$ cat src/rtl/core_mem_arb.sv
// rtl/core_mem_arb.sv - single memory port arbiter between IFU fetches and LSU loads/stores
// Optional round-robin arbitration between simultaneous requesters: define CORE_MEM_ARB_RR_EN.
module core_mem_arb #(
   parameter int AW = 32,
   parameter int DW = 32,
   parameter int MW = DW / 8
) (
   input  logic          clk,
   input  logic          rst_n,
   input  logic          flush,
   input  logic          ifu_req_valid,
   output logic          ifu_req_ready,
   input  logic [AW-1:0] ifu_req_addr,
   output logic          ifu_rsp_valid,
   output logic [DW-1:0] ifu_rsp_data,
   output logic          ifu_rsp_err,
   input  logic          lsu_req_valid,
   output logic          lsu_req_ready,
   input  logic [AW-1:0] lsu_req_addr,
   input  logic          lsu_req_wen,
   input  logic [DW-1:0] lsu_req_wdata,
   input  logic [MW-1:0] lsu_req_wmask,
   output logic          lsu_rsp_valid,
   output logic [DW-1:0] lsu_rsp_data,
   output logic          lsu_rsp_err,
   output logic          mem_req_valid,
   input  logic          mem_req_ready,
   output logic [AW-1:0] mem_req_addr,
   output logic          mem_req_wen,
   output logic [DW-1:0] mem_req_wdata,
   output logic [MW-1:0] mem_req_wmask,
   input  logic          mem_rsp_valid,
   input  logic [DW-1:0] mem_rsp_data,
   input  logic          mem_rsp_err
);

   typedef enum logic [1:0] {IDLE, REQ, RSP} state_t;
   typedef enum logic {OWN_IFU, OWN_LSU} owner_t;

   state_t state;
   owner_t owner;
   logic   drop;
   logic   ifu_ok;
   logic   grant_ifu;
   logic   grant_lsu;
   logic   rsp_fire;

   // A flushed fetch is never granted, so a fresh IFU owner never starts out dropped.
   assign ifu_ok = ifu_req_valid & ~flush;

`ifdef CORE_MEM_ARB_RR_EN
   owner_t last_owner;

   always_comb begin
      grant_lsu = 1'b0;
      grant_ifu = 1'b0;
      if (state == IDLE) begin
         if (lsu_req_valid && ifu_ok) begin
            grant_lsu = (last_owner == OWN_IFU);
            grant_ifu = (last_owner == OWN_LSU);
         end else begin
            grant_lsu = lsu_req_valid;
            grant_ifu = ifu_ok;
         end
      end
   end

   always_ff @(posedge clk or negedge rst_n) begin
      if (!rst_n)
         last_owner <= OWN_IFU;
      else if (grant_lsu)
         last_owner <= OWN_LSU;
      else if (grant_ifu)
         last_owner <= OWN_IFU;
   end
`else
   assign grant_lsu = (state == IDLE) & lsu_req_valid;
   assign grant_ifu = (state == IDLE) & ifu_ok & ~lsu_req_valid;
`endif

   assign ifu_req_ready = grant_ifu;
   assign lsu_req_ready = grant_lsu;

   // A flush in the response cycle itself must also hide the fetch data.
   assign rsp_fire      = (state == RSP) & mem_rsp_valid;
   assign ifu_rsp_valid = rsp_fire & (owner == OWN_IFU) & ~drop & ~flush;
   assign lsu_rsp_valid = rsp_fire & (owner == OWN_LSU);
   assign ifu_rsp_data  = ifu_rsp_valid ? mem_rsp_data : '0;
   assign ifu_rsp_err   = ifu_rsp_valid & mem_rsp_err;
   assign lsu_rsp_data  = lsu_rsp_valid ? mem_rsp_data : '0;
   assign lsu_rsp_err   = lsu_rsp_valid & mem_rsp_err;

   always_ff @(posedge clk or negedge rst_n) begin
      if (!rst_n) begin
         state         <= IDLE;
         owner         <= OWN_IFU;
         drop          <= 1'b0;
         mem_req_valid <= 1'b0;
         mem_req_addr  <= '0;
         mem_req_wen   <= 1'b0;
         mem_req_wdata <= '0;
         mem_req_wmask <= '0;
      end else begin
         case (state)
            IDLE: begin
               if (grant_lsu) begin
                  state         <= REQ;
                  owner         <= OWN_LSU;
                  mem_req_valid <= 1'b1;
                  mem_req_addr  <= lsu_req_addr;
                  mem_req_wen   <= lsu_req_wen;
                  mem_req_wdata <= lsu_req_wdata;
                  mem_req_wmask <= lsu_req_wmask;
               end else if (grant_ifu) begin
                  state         <= REQ;
                  owner         <= OWN_IFU;
                  mem_req_valid <= 1'b1;
                  mem_req_addr  <= ifu_req_addr;
                  mem_req_wen   <= 1'b0;
                  mem_req_wdata <= '0;
                  mem_req_wmask <= '0;
               end
            end
            REQ: begin
               if (owner == OWN_IFU && flush)
                  drop <= 1'b1;
               if (mem_req_ready) begin
                  mem_req_valid <= 1'b0;
                  state         <= RSP;
               end
            end
            RSP: begin
               if (owner == OWN_IFU && flush)
                  drop <= 1'b1;
               if (mem_rsp_valid) begin
                  drop  <= 1'b0;
                  state <= IDLE;
               end
            end
            default: state <= IDLE;
         endcase
      end
   end

endmodule

$ cat config.mk
export PLATFORM = sky130hd
export DESIGN_NAME = core_mem_arb
export DESIGN_NICKNAME = d
export VERILOG_FILES = /design/src/rtl/core_mem_arb.sv
export SDC_FILE = /design/constraint.sdc
export NUM_CORES = 1
export LEC_CHECK = 0
export CORE_AREA = 2 2 109 111
export CTS_BUF_LIST = sky130_fd_sc_hd__clkbuf_4
export DETAILED_ROUTE_END_ITERATION = 16
export DIE_AREA = 0 0 111 113
export GPL_TIMING_DRIVEN = 0
export PLACE_DENSITY = 0.81
export REMOVE_ABC_BUFFERS = 1
export SYNTH_ARGS = -nofsm -noshare
export SYNTH_HDL_FRONTEND = slang
export SYNTH_SLANG_ARGS = --single-unit
$ cat constraint.sdc
create_clock -name clk -period 2.9 [get_ports clk]
set_input_delay 0.58 -clock clk [delete_from_list [all_inputs] [get_ports clk]]
set_output_delay 0.58 -clock clk [all_outputs]
set_load 0.005 [all_outputs]
### Yosys cells after proc, flatten, opt, wreduce, memory -nomap -nowiden

Index checks and enable logic that the tools add are counted.

* input port bits: 141
* output and inout port bits: 140
* register bits after elaboration: 74
* word-level logic and storage cells: 59

* reduce and logical (&&, ||, !) cells: 8
* multiplexer cells: 23
* eq/ne operators: 5
* bitwise logic cells: 15

Operators by type and width (count)
* 32-bit 2-to-1 mux: 6
* 1-bit bitwise AND: 11
* 1-bit 2-to-1 mux: 8
* 2-bit 2-to-1 mux: 4
* 4-bit 2-to-1 mux: 2
* 2-bit one-hot mux with 3 select lines: 1
* 3-bit AND reduction: 2
* 2-bit nonzero test: 3
* 2-bit inequality test, second input constant: 2
* 1-bit inverter: 4
* 1-bit one-hot mux with 2 select lines: 2
* 3-bit inequality test, second input constant: 1
* 2-bit by 1-bit equality test with 1-bit output, second input constant: 1
* 2-bit equality test, second input constant: 1
* 2-bit zero test: 1
* 2-bit AND reduction: 1
* 1-bit logical AND: 1

### Depth between registers and ports, before layout

* depth after elaboration: 7
* depth in mapped cells: 8
* depth with buffers taken out: 5

### Worst setup path before layout

OpenSTA, ideal clock, no wires.

* path kind: reg-to-output
* start point: register state[0]
* end point: output port ifu_rsp_data[22]
* cell stages (with the launch flop): 7
* arrival time: 1429 ps
* buffers on the path: 1
* setup slack: 891 ps
* required time: 2320 ps
* cell sequence: dfrtp_1 -> inv_1 -> ha_1 -> nand2_1 -> nor4_2 -> clkbuf_1 -> and2_1

* longest elaborated chain between the ends: 6

Ends and longest elaborated chain
* start, declared: RTL line 40 `state_t state;`
* start signal, assigned: RTL line 95 `state <= IDLE;`
* start signal, assigned: RTL line 107 `state <= REQ;`
* start signal, assigned: RTL line 115 `state <= REQ;`
* 2-bit equality test: RTL line 85 `assign rsp_fire = (state == RSP) & mem_rsp_valid;`
* 1-bit bitwise AND: RTL line 85
* 1-bit bitwise AND (3 in series): RTL line 86 `assign ifu_rsp_valid = rsp_fire & (owner == OWN_IFU) & ~drop & ~flush;`
* via ifu_rsp_valid: RTL line 14 `output logic ifu_rsp_valid,`
* 32-bit 2-to-1 mux: RTL line 88 `assign ifu_rsp_data = ifu_rsp_valid ? mem_rsp_data : '0;`
* end, declared: RTL line 15 `output logic [DW-1:0] ifu_rsp_data,`

The timed path passes the listed nets, and every way through them passes these cells.

### Worst setup path in the final report

* start point: input port flush
* end point: output port ifu_rsp_valid

* longest elaborated chain between the ends: 2

Ends and longest elaborated chain
* start, declared: RTL line 10 `input logic flush,`
* 1-bit inverter: RTL line 86
* 1-bit bitwise AND: RTL line 86
* end, declared: RTL line 14

Every way passes these cells.

==> metrics <==
Post-Synth Adder-Cell Area=0.0133; crit path DAT=2.23 ns; status=completed; final core utilization=0.627; DRC violations left=0; Gate power share=0.520; root buf cell=clkbuf_4; Die ar.=0.0125 mm²; delay-heaviest family, CP=buffers and inverters; die height=~110 µm; layout cells sized above 1=0.180; Hold Vio Cnt, Final=0; sequential fraction of the synthesis area=0.493; Crit. End Element=output port; final setup fails=0; Final period util=0.970; Critical Path Max Stage Delay=0.50 ns; Setup CP Type=in2out; CTS clk-pin slew, worst paths=around 0.13 ns; DR iter-0 viols=97; Die Span X=between 100 and 150 µm; CTS max path bufs=2; worst rel slew slack=0.688; std cell rows=39; top-count cell post-synth=dfrtp_1; clk sinks=between 70 and 80; vias per cell=4.79; routability cong.=0.940; Pwr Density=approximately 770 mW/mm²; initial antenna violation count=6; Yosys reg bits=74; total CTS buffers=9; Area Overhead vs Synth=87.9%; Core Area=0.0113 mm²; worst slack, placed=-0.826 ns; Final HPWL DP=10400 µm; vias in the first global route=3816; Cell Int Power=3780 µW; synth top area cells=dfrtp_1, and2_1, mux2_2; Crit Path Max Fanout=15; Initial Util=0.333; Max Clk Rate=355 MHz; slowest stage cell on the critical path=clkdlybuf4s50_1; top-area cell type share of the netlist area=0.493; Post-Synth Simple-Gate Area=0.130; Final Max Slew Viols=0; CTS tree=built; clock skew=0.0203 ns; Routed Antenna Nets=0; Data required, critical path=2.32 ns; Post-synth EDFFs=0; Setup TNS Final=0 ns; routed len/inst=19.0 µm; Syn Area/Cell=12.7 µm²; gr ovfl total=0; RSZ-0062 raised after global routing=no; Top FF cell, synth=dfrtp_1; CP Buf/Inv Count=4; Vias=3537; nets=731; VDD IR-drop max=0.521 mV; most frequent cell on the critical path=clkdlybuf4s50_1; Sw Pwr=1650 µW; Mapped Area=0.00376 mm²; IO Pins=281; Clk pwr share=0.146; CP Launch Type=input pin; largest net degree at the start of global routing=68; final setup margin=~0.087 ns; drt total wl=14000 µm; clock latency on the worst-skew pair=0.42 ns; # H-tree levels=3; first-pass GRT wire length=roughly 21000 µm; Ys Warns=0; Max Cap Viol=0; post-synthesis mux area share=0.220; gr usage total=0.222; LEAKAGE=0.00312 µW; Compound-Gate Fraction of Synth Area=0.105; Cell variety after synth=24; crit-path cells=clkdlybuf4s50_1 > nor4_4 > buf_4 > buf_8 > clkdlybuf4s50_1; commonest cells in the netlist=dfrtp_1, and2_1, a22o_1, mux2_2, mux2_4; Tmin final=2.81 ns; Post-synth ARST share=1.00; worst-margin pin slew=0.466 ns; Yosys top cell by area=dfrtp_1; Final Total Pwr=~5400 µW; Net Sw Frac=0.304; Reg power frac=0.333; hold crit path type=in2async; IO Port Bufs=280; largest family of logic cells by synthesized area=multiplexers; Post-Syn Instances=296; DRT Pass-1 Iters=4; XOR/XNOR share of the synthesized area=0
==> final timing paths <==
check | depth (start not counted) | to | slack [ns] | start
min reg2reg | 1 | mem_req_wdata[10] | 0.51 | mem_req_wdata[10]
max in group asynchronous | 3 | mem_req_addr[29] | 1.83 | rst_n
max reg2reg | 8 | mem_req_addr[3] | 0.30 | state[0]
min in group clk | 1 | mem_req_wdata[10] | 0.51 | mem_req_wdata[10]
min | 2 | mem_req_wdata[27] | 0.51 | rst_n
max | 5 | ifu_rsp_valid | 0.09 | flush
==> state kept, by name, summed over array words and instances (netlist names) <==
| signal | count |
|---|---|
| mem_req_wen | 1 |
| drop | 1 |
| mem_req_addr | 32 |
| state | 2 |
| owner | 1 |
| mem_req_wmask | 4 |
| mem_req_valid | 1 |
| mem_req_wdata | 32 |
==> per-layer routing <==
| layer | up-vias | routed length [µm] | global-route usage |
|---|---|---|---|
| met4 | 0 | 532 | 0.117 |
| met1 | 1683 | 5030 | 0.233 |
| li1 | 1625 | - | - |
| met3 | 23 | 1020 | 0.0546 |
| met5 | - | 0 | 0 |
| met2 | 206 | 7420 | 0.411 |
==> timing repair <==
action / in CTS / in global routing
setup buffers: 8 / 2
gates cloned: 4 / 1
setup endpoints to repair: 66 / 37
gates resized for setup: 39 / 2
hold buffers: 1 / 0
pin swaps: 3 / 3
endpoints found under the hold margin: 7 / 0
==> power by group through the flow <==
stage	clock [µW]	combinational, µW	sequential [µW]
after floorplan	0	1120	1820
after global placement	0	2660	1790
after detailed placement	0	2720	1820
after CTS	813	2840	1810
after global routing	858	3010	1870
final	795	2830	1810
==> final cells by class <==
cell class,count,area (µm²)
antenna,6,15.0
clock buffer,9,67.6
clock inverter,5,104
fill,874,4210
inverter,4,15.0
multi-input combinational,199,1840
sequential,74,1850
tap,143,179
timing repair buffer,298,2990
==> logic make-up (layout without fill, tap and decap cells) <==
group / after synthesis / count (layout)
buf+inv: 26 / 316
other cells: 0 / 6
flops: 74 / 74
mux: 65 / 65
simple gates: 80 / 83
compound gates: 47 / 47
fa+ha+maj: 4 / 4
==> stage by stage <==
stage | instance area, µm² | instances | hold WS (ns)
3_5_place_dp | 6730 | 702 | 0.424
4_1_cts | 7010 | 729 | 0.482
3_3_place_gp | 6610 | 697 | 0.484
6_report | 7060 | 738 | 0.511
5_1_grt | 7060 | 738 | 0.483
2_1_floorplan | 3630 | 274 | 0.284
==> cells in the final DEF, fill, tap and decap left out <==
cell and instances:
clkbuf_4 9, nor2b_1 1, a21o_1 1, nor2b_2 1
dlygate4sd2_1 26, inv_2 1, a31oi_1 2, nand2_1 4
dfrtp_1 74, nand2b_1 3, and2_2 1, mux2_4 26
o21ai_4 1, clkdlybuf4s50_1 253, inv_6 1, o211ai_1 2
ha_4 1, nor2_4 3, nand2_4 1, buf_4 10
mux2i_1 2, diode_2 6, nor2_1 1, and2_4 1
bufinv_16 3, buf_12 4, a2bb2oi_1 1, nor4_4 1
and2_1 66, buf_6 2, ha_1 3, o311ai_0 1
a22o_1 37, clkinv_2 1, o21ai_0 2, buf_16 1
dlygate4sd3_1 1, mux2_2 37, inv_1 3, buf_8 1
No activity file was read; power rests on OpenSTA's default activity.
==> patch 1: new RTL, same settings <==
Re-encode `state_t` (3 states) as one-hot, 3 bits wide.
--- a/src/rtl/core_mem_arb.sv
+++ b/src/rtl/core_mem_arb.sv
@@ -34,7 +34,7 @@
    input  logic          mem_rsp_err
 );
 
-   typedef enum logic [1:0] {IDLE, REQ, RSP} state_t;
+   typedef enum logic [2:0] {IDLE = 3'b001, REQ = 3'b010, RSP = 3'b100} state_t;
    typedef enum logic {OWN_IFU, OWN_LSU} owner_t;
 
    state_t state;
Check against the original RTL: same outputs for any inputs over 10 cycles, from zero or initial values and one cycle with rst_n low; not proved beyond that.
==> patch 1 against the unedited design <==
Via count up 2.0%. Power down 10%. First-iteration DRC count up 130%. Final area down 5.0%. Sequential power up 3%. Worst setup slack worse by 19 ps. Sequential cell count up 1. Routed wire length up 1.4%. Area after synthesis down 5.4%.
==> patch 1: results (changes against the unedited design) <==
- result of the run: complete, no violations, unchanged
- Power Sequential: 0.00187 W, was 0.00181 W
- fraction of the yosys area taken by sequential cells: 0.5280, was 0.4927
- M3 GR Usage: 0.05624, was 0.05463
- Top Metal Used: met5, was met4
- clock network power consumption: 0.000628 W, was 0.000795 W
- Detail Route met2 WL: 7133 microns, was 7419 microns
- routability cong.: 0.8818, was 0.9403
- vias in the first global route: 3853, was 3816
- Cell Pwr Density: 728.4 nW/um^2, was 769.5 nW/um^2
- Inserted Diodes: 0, was 6
- routed length per placed instance: 19.21 microns, was 18.97 microns
- flop2flop setup slack: 640 ps, was 300 ps
- Worst R2R Path Depth: 4, was 8
- worst relative slew slack: 0.2370, was 0.6879
- VDD IR max: 0.4696 mV, was 0.5210 mV
- HPWL after DPL: 9656 microns, was 10410 microns
- CP max-delay cell: sky130_fd_sc_hd__dfstp_2, was sky130_fd_sc_hd__clkdlybuf4s50_1
- clock root buffer: sky130_fd_sc_hd__clkbuf_4, unchanged
- start point of the critical path: state[0], was flush
- Switch Pwr: 0.001645 W, was 0.001653 W
- pin count of the biggest net entering global routing: 46, was 68
- met1 demand-to-capacity share in global routing: 0.2692, was 0.2332
- Final Skew: 37.52 ps, was 20.32 ps
- Inst Count DP: 700, was 702
- leakage power summed over all cells: 2.945 nW, was 3.115 nW
- count of cells resized by post-cts repair: 54, was 39
- worst-path fanout max: 5, was 15
- first-pass GRT wire length: 21680 microns, was 21250 microns
- fill cell count: 947, was 874
- endpoint of the lowest-slack register-to-register path: mem_req_addr[31], was mem_req_addr[3]
- Total Nets Final: 732, was 731
- number of antenna violations at the first check in global routing: 1, was 6
- Worst-path clk slew: 170 ps, was 130 ps
- number of distinct standard cells referenced by the synthesized netlist: 30, was 24
- layout cell share with drive strength beyond 1: 0.1158, was 0.1800
- leading post-synthesis cells by cell area: sky130_fd_sc_hd__dfrtp_1, sky130_fd_sc_hd__o221a_1, sky130_fd_sc_hd__a22o_1, was sky130_fd_sc_hd__dfrtp_1, sky130_fd_sc_hd__and2_1, sky130_fd_sc_hd__mux2_2
- mean number of vias per cell: 4.882, was 4.793
- total routing usage reported by global routing: 0.2190, was 0.2219
- destination of the critical timing path: ifu_rsp_err, was ifu_rsp_valid
- most used standard cells in the synthesized netlist: sky130_fd_sc_hd__dfrtp_1, sky130_fd_sc_hd__a22o_1, sky130_fd_sc_hd__nand2b_1, sky130_fd_sc_hd__and2_1, sky130_fd_sc_hd__and3_1, was sky130_fd_sc_hd__dfrtp_1, sky130_fd_sc_hd__and2_1, sky130_fd_sc_hd__a22o_1, sky130_fd_sc_hd__mux2_2, sky130_fd_sc_hd__mux2_4
- cell count after synthesis: 306, was 296
-- patch 1: logic make-up after synthesis --
logic type	share of synthesized area
AOI/OAI and AO/OA	0.2139
xor gates and xnor gates	0.002463
buffers and inverters	0.04924
DFF	0.5280
and+or+nand+nor	0.2065
-- patch 1: cell type report --
| cell class | instances | area [sq um] | share of cell area |
|---|---|---|---|
| Clock inverter | 7 | 71.32 | 0.01063 |
| Multi-Input combinational cell | 200 | 1575 | 0.2347 |
| Clock buffer | 9 | 67.56 | 0.01007 |
| Tap cell | 143 | 178.9 | 0.02666 |
| Timing Repair Buffer | 302 | 2925 | 0.4359 |
| Inverter | 3 | 11.26 | 0.001678 |
| Sequential cell | 75 | 1882 | 0.2804 |
-- patch 1: metrics by stage --
stage	instance area [sq um]	worst slack, ps	hold slack, ps
after floorplan	3393	-50.51	284.4
after global placement	6375	-1672	483.4
after detailed placement	6431	-903.5	483.0
after CTS	6731	-34.34	25.91
after global routing	6711	-23.06	27.92
final	6711	67.68	37.95
==> patch 2: new RTL, config.mk and constraints unchanged <==
Without the edit above. Set the parameter `DW` to 24 (it was 32).
--- a/src/rtl/core_mem_arb.sv
+++ b/src/rtl/core_mem_arb.sv
@@ -2,7 +2,7 @@
 // Optional round-robin arbitration between simultaneous requesters: define CORE_MEM_ARB_RR_EN.
 module core_mem_arb #(
    parameter int AW = 32,
-   parameter int DW = 32,
+   parameter int DW = 24,
    parameter int MW = DW / 8
 ) (
    input  logic          clk,
Ports: changed (7 resized); port bits go from 281 to 239. The function was not compared with the original's and may differ.
==> patch 2 against the unedited design <==
Power decreased by 16%. Routed wire length fell by 16%. Hold slack worse by 240 ps. Final area shrank 14%. Non-clock buffer count decreased by 50. Clock power down 37%. Worst setup slack improved by 2.3 ps. Sequential power shrank 11%. Register-to-register slack improved by 110 ps. Combinational power fell by 13%. Area after synthesis shrank 12%. First-iteration DRC count decreased by 18%. Sequential cell count decreased by 9. Critical endpoint is now ifu_req_ready.
==> patch 2: results (changes against the unedited design) <==
- total number of vias: 3067, was 3537
- Largest regs: mem_req_addr x32, mem_req_wdata x24, mem_req_wmask x3, was mem_req_addr x32, mem_req_wdata x32, mem_req_wmask x4
- transition time at the pin with the least slew margin: 966.7 ps, was 466.4 ps
- pin count of the biggest net entering global routing: 66, was 68
- total wire length: 11760 microns, was 14000 microns
- worst-path fanout max: 8, was 15
- Clk network pwr share: 0.109, was 0.146
- routability cong.: 0.8243, was 0.9403
- PnR Total Power: 0.004578 W, was 0.005435 W
- first-pass GRT wire length: 17890 microns, was 21250 microns
- largest incremental delay on the critical path: 530 ps, was 500 ps
- class of the tightest hold or removal check: input pin to async pin, unchanged
- number of detailed-routing iterations run before antenna repair: 4, unchanged
- number of antenna violations at the first check in global routing: 1, was 6
- most used standard cells in the synthesized netlist: sky130_fd_sc_hd__dfrtp_1, sky130_fd_sc_hd__and2_1, sky130_fd_sc_hd__mux2_2, sky130_fd_sc_hd__a22o_1, sky130_fd_sc_hd__mux2_4, was sky130_fd_sc_hd__dfrtp_1, sky130_fd_sc_hd__and2_1, sky130_fd_sc_hd__a22o_1, sky130_fd_sc_hd__mux2_2, sky130_fd_sc_hd__mux2_4
- clock root buffer: sky130_fd_sc_hd__clkbuf_4, unchanged
- # port buffers: 238, was 280
- largest buffer count on any clock path: 2, unchanged
- layout cell share with drive strength beyond 1: 0.1795, was 0.1800
- number of buffers created by CTS: 9, unchanged
- signal arrival time at the worst endpoint: 2230 ps, about the same
- Total Nets Final: 631, was 731
- HPWL after DPL: 7753 microns, was 10410 microns
- VDD IR max: 0.4090 mV, was 0.5210 mV
- combinational logic power: 0.00247 W, was 0.00283 W
- worst slack, placed: -574.8 ps, was -825.9 ps
- Internal Pwr Total: 0.003092 W, was 0.003781 W
- Worst-path clk slew: 110 ps, was 130 ps
- result of the run: complete, no violations, unchanged
- leakage power summed over all cells: 2.583 nW, was 3.115 nW
- Detailed Route Iter0 Violations: 80, was 97
- fraction of the yosys area taken by sequential cells: 0.4915, was 0.4927
- clk_lat worst skew: 410 ps
- total routing usage reported by global routing: 0.1857, was 0.2219
- vias in the first global route: 3386, was 3816
- leading post-synthesis cells by cell area: sky130_fd_sc_hd__dfrtp_1, sky130_fd_sc_hd__mux2_2, sky130_fd_sc_hd__and2_1, was sky130_fd_sc_hd__dfrtp_1, sky130_fd_sc_hd__and2_1, sky130_fd_sc_hd__mux2_2
- post-place instance area: 5799 sq um, was 6725 sq um
- Final Skew: 16.62 ps, was 20.32 ps
## patch 2: changes by cell type after synthesis
cell                       change
sky130_fd_sc_hd__and2_1       -16
sky130_fd_sc_hd__a22o_1        -9
sky130_fd_sc_hd__dfrtp_1       -9
sky130_fd_sc_hd__mux2_1        +7
sky130_fd_sc_hd__mux2_4        -6
sky130_fd_sc_hd__buf_4         -2
sky130_fd_sc_hd__clkbuf_1      -2
sky130_fd_sc_hd__mux2_2        -1
## patch 2: logic make-up (layout without fill, tap and decap cells)
family / count (synthesis) / in the layout / synth area share
AND/OR/NAND/NOR: 64 / 68 / 0.1176
multiplexers: 65 / 65 / 0.2431
other: 0 / 1 / 0
AO/OA/AOI/OAI: 38 / 38 / 0.09565
buffers and inverters: 22 / 267 / 0.03705
adder cells (fa/ha/maj): 4 / 4 / 0.01512
flip-flops: 65 / 65 / 0.4915
## patch 2: worst register-to-register path: stages (launching register included)
cell                      delay (ps)
sky130_fd_sc_hd__dfrtp_1         410
sky130_fd_sc_hd__inv_2           100
sky130_fd_sc_hd__buf_4           120
sky130_fd_sc_hd__ha_1            400
sky130_fd_sc_hd__and2_2          760
sky130_fd_sc_hd__mux2_4          360
sky130_fd_sc_hd__mux2_2          250
## patch 2: what timing repair did
item                                    in CTS  in global routing
gates cloned                                 4                  1
endpoints found under the setup margin      54                 23
setup buffers                                8                  0
hold endpoints to repair                     0                  0
pin swaps                                    2                  1
resized for setup                           20                  2
## patch 2: final cells by class
cell class / count / area, sq um
well taps: 143 / 178.9
multi-input cells: 175 / 1657
clock inverters: 5 / 23.77
diodes: 1 / 2.502
inverters: 4 / 15.01
clock buffers: 10 / 75.07
fillers: 957 / 5219
flip-flops and latches: 65 / 1627
repair buffers: 248 / 2475
## patch 2: worst paths after layout
check / startpoint / end / slack (ps) / cells after the start
worst min register to register: mem_req_wdata[20] / mem_req_wdata[20] / 510 / 1
max in group asynchronous: rst_n / mem_req_addr[23] / 2080 / 1
worst min-delay path: rst_n / mem_req_addr[30] / 270 / 1
worst max-delay path: state[0] / ifu_req_ready / 90 / 6
worst max register to register: state[0] / mem_req_addr[7] / 410 / 6
min in group clk: mem_req_wdata[20] / mem_req_wdata[20] / 510 / 1
## patch 2: stage by stage
stage | utilization | cells
final | 0.5370 | 651
after global routing | 0.5368 | 650
after CTS | 0.5356 | 649
after detailed placement | 0.5145 | 622
after global placement | 0.5113 | 621
after floorplan | - | 240
## patch 2: routing by layer
| layer | vias up | share of wire | track usage |
|---|---|---|---|
| li1 | 1409 | - | - |
| met1 | 1465 | 0.35 | 0.1859 |
| met2 | 172 | 0.53 | 0.3489 |
| met3 | 21 | 0.092 | 0.06320 |
| met4 | 0 | 0.027 | 0.08250 |
| met5 | - | 0 | 0 |
